[config.mk]
export PLATFORM = sky130hd
export DESIGN_NAME = regfile_wb_arbiter
export DESIGN_NICKNAME = d
export VERILOG_FILES = /design/src/rtl/regfile_wb_arbiter.sv
export SDC_FILE = /design/constraint.sdc
export NUM_CORES = 1
export LEC_CHECK = 0
export CAP_MARGIN = 20
export CELL_PAD_IN_SITES_DETAIL_PLACEMENT = 0
export CELL_PAD_IN_SITES_GLOBAL_PLACEMENT = 2
export CORE_UTILIZATION = 23
export CTS_CLUSTER_SIZE = 20
export DETAILED_ROUTE_END_ITERATION = 8
export GPL_TIMING_DRIVEN = 0
export MAX_ROUTING_LAYER = met4
export PLACE_DENSITY_LB_ADDON = 0.05
export SETUP_SLACK_MARGIN = 0.5
export SLEW_MARGIN = 10
export SYNTH_ARGS = -nofsm -noshare
export SYNTH_HDL_FRONTEND = slang
export SYNTH_SLANG_ARGS = --single-unit
[constraint.sdc]
create_clock -name Clk -period 1.97 [get_ports Clk]
set_input_delay 0.394 -clock Clk [delete_from_list [all_inputs] [get_ports Clk]]
set_output_delay 0.394 -clock Clk [all_outputs]
set_load 0.01 [all_outputs]
[src/rtl/regfile_wb_arbiter.sv]
// Register-file write-port owner: init sweep after reset, then
// round-robin arbitration of ALU and load writeback requesters.
module regfile_wb_arbiter #(
  parameter int ADDR_W = 5,
  parameter int DATA_W = 32,
  parameter int NUM_REGS = 32,
  parameter logic [DATA_W-1:0] INIT_VALUE = '0,
  parameter int ZERO_REG_PROTECT = 0
) (
  input  logic              Clk,
  input  logic              Reset,
  input  logic              init_req,
  input  logic              req0_valid,
  input  logic [ADDR_W-1:0] req0_addr,
  input  logic [DATA_W-1:0] req0_data,
  output logic              req0_ready,
  input  logic              req1_valid,
  input  logic [ADDR_W-1:0] req1_addr,
  input  logic [DATA_W-1:0] req1_data,
  output logic              req1_ready,
  output logic              RegWrite,
  output logic [ADDR_W-1:0] Write_Reg_Num,
  output logic [DATA_W-1:0] Write_Data,
  output logic              init_busy,
  output logic              grant_id
);

  typedef enum logic {
    INIT,
    RUN
  } state_t;

  localparam logic [ADDR_W:0] LAST = (ADDR_W+1)'(NUM_REGS - 1);
  localparam logic [ADDR_W:0] ONE = (ADDR_W+1)'(1);
  localparam bit PROTECT = (ZERO_REG_PROTECT != 0);

  state_t state_q, state_d;
  logic [ADDR_W:0] cnt_q, cnt_d;
  logic last_q, last_d;
  logic we_d;
  logic [ADDR_W-1:0] addr_d;
  logic [DATA_W-1:0] data_d;
  logic gid_d;
  logic rdy0, rdy1;
  logic [ADDR_W-1:0] win_addr;
  logic [DATA_W-1:0] win_data;

  always_ff @(posedge Clk or negedge Reset) begin
    if (!Reset) begin
      state_q <= INIT;
      cnt_q <= '0;
      last_q <= 1'b1;
      RegWrite <= 1'b0;
      Write_Reg_Num <= '0;
      Write_Data <= '0;
      grant_id <= 1'b0;
    end else begin
      state_q <= state_d;
      cnt_q <= cnt_d;
      last_q <= last_d;
      RegWrite <= we_d;
      Write_Reg_Num <= addr_d;
      Write_Data <= data_d;
      grant_id <= gid_d;
    end
  end

  always_comb begin
    state_d = state_q;
    cnt_d = cnt_q;
    last_d = last_q;
    we_d = 1'b0;
    addr_d = Write_Reg_Num;
    data_d = Write_Data;
    gid_d = grant_id;
    rdy0 = 1'b0;
    rdy1 = 1'b0;
    win_addr = req0_addr;
    win_data = req0_data;
    unique case (state_q)
      INIT: begin
        we_d = 1'b1;
        addr_d = cnt_q[ADDR_W-1:0];
        data_d = INIT_VALUE;
        gid_d = 1'b0;
        if (cnt_q == LAST) begin
          state_d = RUN;
          cnt_d = '0;
        end else begin
          cnt_d = cnt_q + ONE;
        end
      end
      RUN: begin
        if (init_req) begin
          state_d = INIT;
          cnt_d = '0;
        end else begin
          // on contention the requester not served last time wins
          rdy0 = req0_valid && (!req1_valid || last_q);
          rdy1 = req1_valid && (!req0_valid || !last_q);
          unique case (1'b1)
            rdy1: begin
              win_addr = req1_addr;
              win_data = req1_data;
            end
            default: begin
              win_addr = req0_addr;
              win_data = req0_data;
            end
          endcase
          if (rdy0 || rdy1) begin
            last_d = rdy1;
            if (!(PROTECT && win_addr == '0)) begin
              we_d = 1'b1;
              addr_d = win_addr;
              data_d = win_data;
              gid_d = rdy1;
            end
          end
        end
      end
    endcase
  end

  assign req0_ready = rdy0;
  assign req1_ready = rdy1;
  assign init_busy = (state_q == INIT);

endmodule
==> results of run 1 <==
-- repair_timing --
| action | in CTS | in global routing |
|---|---|---|
| setup buffers | 17 | 8 |
| setup endpoints to repair | 83 | 39 |
| pin swaps | 13 | 11 |
| cloned | 4 | 1 |
| resized for setup | 96 | 16 |
-- kinds of logic after synthesis --
family	count (synthesis)
compound gates	49
fa+ha+maj	1
buf+inv	18
flops	47
simple gates	53
mux	15
-- metal layers --
layer  vias to the layer above  share of wire (%)  global-route usage (%)
met3                         7                6.4                    3.34
met1                      1065                 46                    21.3
met2                        91                 46                    25.7
met5                         -                  0                       -
met4                         0               0.75                    3.68
li1                       1036                  -                       -
-- layout by cell type, fill, tap and decap left out, types with 3 or more instances in the layout --
| master | count |
|---|---|
| a221o_1 | 32 |
| dfrtp_1 | 44 |
| buf_6 | 13 |
| and3_1 | 32 |
| clkbuf_8 | 5 |
| nand2_1 | 8 |
| o21ai_0 | 5 |
| clkdlybuf4s50_1 | 74 |
| buf_12 | 3 |
| dlygate4sd2_1 | 41 |
| buf_8 | 8 |
| buf_4 | 15 |
| mux2i_1 | 15 |
| clkbuf_1 | 7 |
| buf_16 | 4 |
-- power by group through the flow --
| stage | logic [µW] | clock network [µW] | registers (µW) |
|---|---|---|---|
| floorplan | 314 | 0 | 1260 |
| global placement | 745 | 0 | 1270 |
| detailed placement | 752 | 0 | 1260 |
| CTS | 785 | 622 | 1240 |
| global route | 903 | 654 | 1270 |
| finish | 825 | 599 | 1250 |
-- how the worst max path moves through the flow --
stage / startpoint / to / slack, ns / cells after the start
floorplan: last_q$_DFFE_PN1P_ / req0_ready / 0.50 / 4
global placement: Reset / Write_Data[26]$_DFFE_PN0P_ / -1.09 / 1
detailed placement: req1_valid / req1_ready / -0.73 / 6
CTS: last_q$_DFFE_PN1P_ / req0_ready / 0.11 / 5
global route: last_q$_DFFE_PN1P_ / req0_ready / 0.07 / 5
finish: last_q$_DFFE_PN1P_ / req0_ready / 0.12 / 5
-- stage by stage --
step                util, %  setup slack, ns  setup TNS (ns)  std cells  hold slack (ns)
CTS                    43.1            0.108               0        462            0.110
floorplan                 -            0.496               0        183           0.0984
global route           44.3           0.0740               0        471            0.122
detailed placement     38.6           -0.729           -7.03        433            0.447
finish                 44.3            0.116               0        471           0.0800
global placement       38.5            -1.09          -58.71        432            0.499
-- flip-flops by register name, indices dropped and copies added (netlist names) --
name	flops
Write_Data	32
last_q	1
RegWrite	1
grant_id	1
cnt_q	6
state_q	1
Write_Reg_Num	5
-- area by class of cell --
class / count / area (µm²) / share of cell area, %
buffer: 17 / 174 / 4.23
clock buffer: 7 / 76.3 / 1.86
clock inverter: 1 / 5.00 / 0.122
inverter: 1 / 16.3 / 0.396
multi-input combinational: 118 / 955 / 23.2
sequential: 47 / 1180 / 28.7
tap: 129 / 161 / 3.93
timing repair buffer: 151 / 1540 / 37.6
==> out/metrics.yaml, run 1 <==
die:
  dieArea_um2: 10000
  initial_core_util_pct: 23.8
  fp-row-count: 35
  die_width_um: 100
  core-area_um2: 9280
  io_pins: 121
  die_y_um: 100
timing:
  setup_viol: 0
  finalClockSkew_ns: 0.00627
  period_share_pct: 94.1
  hold_viol: 0
  min_period_ns: 1.85
  max_freq_mhz: 540
  slew_headroom_pct: 59.7
  rsz0062_at_grt: "yes"
  tightest_slew_ns: 0.604
  slew_violations: 0
synthesis:
  synth_commonest_cells: "46 x dfrtp_1, 33 x and3_1, 32 x a221o_1"
  yosysMostFrequentCell: "dfrtp_1"
  synth.area.mux_share_pct: 6.80
  synthAdderAreaFrac_pct: 0.567
  yosysWarnings: 0
  synth_top_family_by_area: "compound AO/OA/AOI/OAI gates"
  synthTopCellsByArea: "dfrtp_1 52%, a221o_1 15%, and3_1 9.3%"
  ys_ff_latch: 47
  synthesis.area_um2: 2210
  synth_edf_count: 0
  synthFlopType: "dfrtp_1"
  syn_inst: 183
  synth-async-reset-ratio_pct: 100
  synth_area_leader_cell: "dfrtp_1"
  yosys.area_share.simple_pct: 14.1
  syn-mean-instance-area_um2: 12.1
  synthesis.nets: 263
  synth-compound-area-share_pct: 20.5
  yosysSeqAreaShare_pct: 53.3
  yosysUniqueCellTypes: 29
  synth_xor_area_share_pct: 0
  synth_top_cell_area_share_pct: 52.1
setup_path:
  r2r-start: "state_q$_DFF_PN0_"
  cpPeakStageDelay_ns: 0.58
  critPathTopFamily: "flip-flops"
  critPathMaxFanout: 3
  ff2ff_setup_slack_ns: 0.18
  worstRegToRegCells: 8
  critical_path_required_ns: 1.58
  critPathSlowestCell: "dfstp_2"
  crit_top_cell: "buf_6"
  path_class: "reg2out"
  critPathCaptureType: "output pin"
  cp_cell_sequence: "nand2b_4 > and3_4 > buf_6 > buf_6 > buf_6"
  cp.buffers_inverters: 3
  timing.rr.end: "Write_Data[15]$_DFFE_PN0P_"
  cp.arrival_ns: 1.46
  cp-start-kind: "register"
flow_run:
  maxCapViolCount: 0
layout:
  postLayoutCellArea_um2: 4110
  drive_gt1_share_pct: 19.6
  syn_to_final_growth_pct: 86.2
  n_antenna_cell: 0
  finalNetCount: 421
  fill_cells: 954
route:
  drc: 0
  detail_route.wl_per_cell_um: 16.8
  vias: 2199
  ant_nets: 0
  wirelength_um: 7890
  viasPerCell: 4.67
  drt_iter0_markers: 58
  firstDrtPassIters: 4
power:
  peakVddDrop_v: 0.000310
  clkPwrFrac_pct: 22.4
  p_comb_share_pct: 30.9
  p_seq_share_pct: 46.7
  p_sw_share_pct: 31.1
  p_sw_uw: 832
  intPower_uw: 1840
  power_uw: 2670
  pwr_density_cell_nw_per_um2: 650
  p_leak_uw: 0.00202
clock_network:
  clock_sinks: 47
  cts_inserted_buffers: 5
  clk_latency_ns: 0.30
  cts_tree: "done"
  clkTransAtPathRegs_ns: 0.09
  cts_root_buf: "clkbuf_8"
  htreeDepth: 2
  hold_buffers: 0
  clock_path_buffers: 2
global_route:
  grt_pass1_vias: 2232
  grt_pass1_wl_um: 12000
  antenna_found_initial: 0
  overflow: 0
  grt_util_all_layers_pct: 16.2
  grt_max_degree: 25
outcome:
  status: "finished clean"
placed_design:
  place_congestion: 0.707
  port_buffers: 120
  postPlaceCellArea_um2: 3590
  dpl.hpwl_um: 5140
hold_path:
  hp-class: "in2async"
No activity file was read; power rests on OpenSTA's default activity.
==> inputs of run 2 (changes only) <==
Settings changed: GPL_ROUTABILITY_DRIVEN from default to 0.
==> results of run 2 <==
Final layout, timing and power as in run 1 (identical DEF).
==> inputs of run 3 (changes only) <==
Settings changed: CORE_MARGIN from default to 3.
==> out/metrics.yaml, run 3 (synthesized netlist as in run 1, its figures left out) <==
outcome:
  status: "finished clean"
layout:
  finalNetCount: 423  # +0.48%
  layoutNonFillerInstCount: 473  # +0.42%
  final_cell_mix: "74 x clkdlybuf4s50_1, 45 x dfrtp_1, 41 x dlygate4sd2_1"
  syn_to_final_growth_pct: 90.4
  largest_registers: "Write_Data (32), cnt_q (6), Write_Reg_Num (5)"
  final_common_cell: "clkdlybuf4s50_1"
  drive_gt1_share_pct: 21.5  # +1.9 points
  max_flop_register: "Write_Data"
  postLayoutCoreUtil_pct: 45.3  # +1.0 points
  largest_register_ff_count: 32  # unchanged
  n_antenna_cell: 0  # unchanged
setup_path:
  cp.arrival_ns: 1.46  # about the same
  cp-start-kind: "register"
  timing.critical_path.from: "last_q$_DFFE_PN1P_"
  timing.rr.end: "Write_Data[8]$_DFFE_PN0P_"
  worstRegToRegCells: 8  # unchanged
  cpPeakStageDelay_ns: 0.58  # about the same
  cp_cell_sequence: "nand2b_4 > and3_4 > buf_6 > buf_8 > buf_6"
  r2r-start: "state_q$_DFF_PN0_"
  critPathMaxFanout: 3  # unchanged
  endpoint: "req0_ready"
  critical_path_required_ns: 1.58  # about the same
  critPathCaptureType: "output pin"
  path_class: "reg2out"
  crit_top_cell: "buf_6"
  critPathSlowestCell: "dfstp_2"
  ff2ff_setup_slack_ns: 0.20  # +0.02 ns
die:
  dieArea_um2: 10800  # +8.2%
  core-area_um2: 9280  # unchanged
  die_width_um: 104  # +4.0%
  initial_core_util_pct: 23.8  # unchanged
  die_y_um: 104  # +4.0%
  fp-row-count: 35  # unchanged
  io_pins: 121  # unchanged
timing:
  period_share_pct: 94.1  # about the same
  setup_viol: 0  # unchanged
  max_freq_mhz: 540  # about the same
  slew_headroom_pct: 69.9  # +10 points
  finalClockSkew_ns: 0.0174  # +0.0112 ns
  tns_ns: 0  # unchanged
  rsz0062_at_grt: "yes"
  tightest_slew_ns: 0.452  # -0.152 ns
  slew_violations: 0  # unchanged
  min_period_ns: 1.85  # -0.000380 ns
  hold_viol: 0  # unchanged
  whs_ns: 0.0166  # -0.0634 ns
clock_network:
  cts_inserted_buffers: 5  # unchanged
  cts_tree: "done"
  clock_path_buffers: 2  # unchanged
  clock_sinks: 47  # unchanged
  clk_latency_ns: 0.30  # about the same
  clkTransAtPathRegs_ns: 0.10  # about the same
  htreeDepth: 2  # unchanged
  cts_root_buf: "clkbuf_8"
hold_path:
  hp-class: "in2async"
route:
  drt_iter0_markers: 52  # -10%
  drc: 0  # unchanged
  wirelength_um: 7970  # +1.0%
  firstDrtPassIters: 4  # unchanged
  ant_nets: 0  # unchanged
  viasPerCell: 4.68  # +0.17%
  vias: 2212  # +0.59%
  detail_route.wl_per_cell_um: 16.9  # +0.57%
power:
  p_sw_uw: 846  # +1.7%
  p_seq_share_pct: 43.9  # -2.8 points
  pwr_density_cell_nw_per_um2: 676  # +4.0%
  power_uw: 2840  # +6.3%
  p_comb_share_pct: 30.7  # -0.2 points
  intPower_uw: 1990  # +8.4%
  clkPwrFrac_pct: 25.4  # +3.0 points
  p_leak_uw: 0.00205  # +1.5%
  p_sw_share_pct: 29.8  # -1.4 points
  peakVddDrop_v: 0.000423  # +36%
placed_design:
  dpl.hpwl_um: 5370  # +4.6%
  port_buffers: 120  # unchanged
  place_inst: 433  # unchanged
flow_run:
  maxCapViolCount: 0  # unchanged
global_route:
  grt_util_met2_pct: 24.7  # -1.0 points
  top_usage_layer: "met2"
  grt_util_all_layers_pct: 15.0  # -1.2 points
  grt_util_met1_pct: 19.1  # -2.2 points
  overflow: 0  # unchanged
  grt_util_met3_pct: 3.60  # +0.26 points
  grt_pass1_wl_um: 12600  # +4.9%
  antenna_found_initial: 0  # unchanged
  grt_max_degree: 31  # +24%
  grt_pass1_vias: 2302  # +3.1%
[run 3: cell types whose count changed in the layout (fill, tap and decap cells not counted), moves of 3 or more]
cell	previous run	this run
and3_1	32	29
o21ai_0	5	2
o21ai_1	1	4
and3_4	1	4
buf_8	8	12
[run 3: how the worst min path moves through the flow]
| stage | endpoint | slack, ns | cells past startpoint |
|---|---|---|---|
| after global routing | Write_Data[4]$_DFFE_PN0P_ | 0.03 | 1 |
| after global placement | grant_id$_DFFE_PN0P_ | 0.50 | 1 |
| after detailed placement | Write_Data[4]$_DFFE_PN0P_ | 0.37 | 1 |
| after CTS | Write_Data[4]$_DFFE_PN0P_ | 0.03 | 1 |
| final | Write_Data[4]$_DFFE_PN0P_ | 0.02 | 1 |
| after floorplan | RegWrite$_DFF_PN0_ | 0.1 | 0 |
[run 3: worst max-delay path, delay by kind of cell, from the launching register on]
| kind | cells | cell delay, ns |
|---|---|---|
| DFF | 1 | 0.58 |
| and+or+nand+nor | 2 | 0.31 |
| buffers and inverters | 3 | 0.28 |
[run 3: metrics by stage]
stage | area (µm²) | worst slack, ns
3_5_place_dp | 3590 | -0.744
4_1_cts | 4050 | 0.113
2_1_floorplan | 2210 | 0.496
3_3_place_gp | 3570 | -1.10
5_1_grt | 4200 | 0.0617
6_report | 4200 | 0.117
[run 3: power groups by stage]
stage | logic, µW | registers, µW | clock network, µW
floorplan | 314 | 1260 | 0
global placement | 746 | 1260 | 0
detailed placement | 759 | 1260 | 0
CTS | 819 | 1240 | 746
global route | 958 | 1270 | 796
finish | 872 | 1250 | 722
[run 3: what timing repair did]
item | in CTS | in global routing
hold buffers | 0 | 0
pin swaps | 14 | 17
setup endpoints to repair | 84 | 46
buffers inserted | 24 | 4
resized for setup | 102 | 28
gates cloned | 3 | 1
[run 3: layout make-up]
class	instances	area, µm²
buffer	17	195
clock buffer	7	76.3
clock inverter	1	30.0
fill	906	5080
inverter	1	11.3
multi-input combinational	118	992
sequential	47	1180
tap	129	161
timing repair buffer	153	1560
[run 3: routing by layer]
layer	vias up	wire, µm	share of wire, %
li1	1037	-	-
met2	92	3690	46
met1	1072	3690	46
met5	-	0	0
met4	0	98	1.2
met3	11	487	6.1
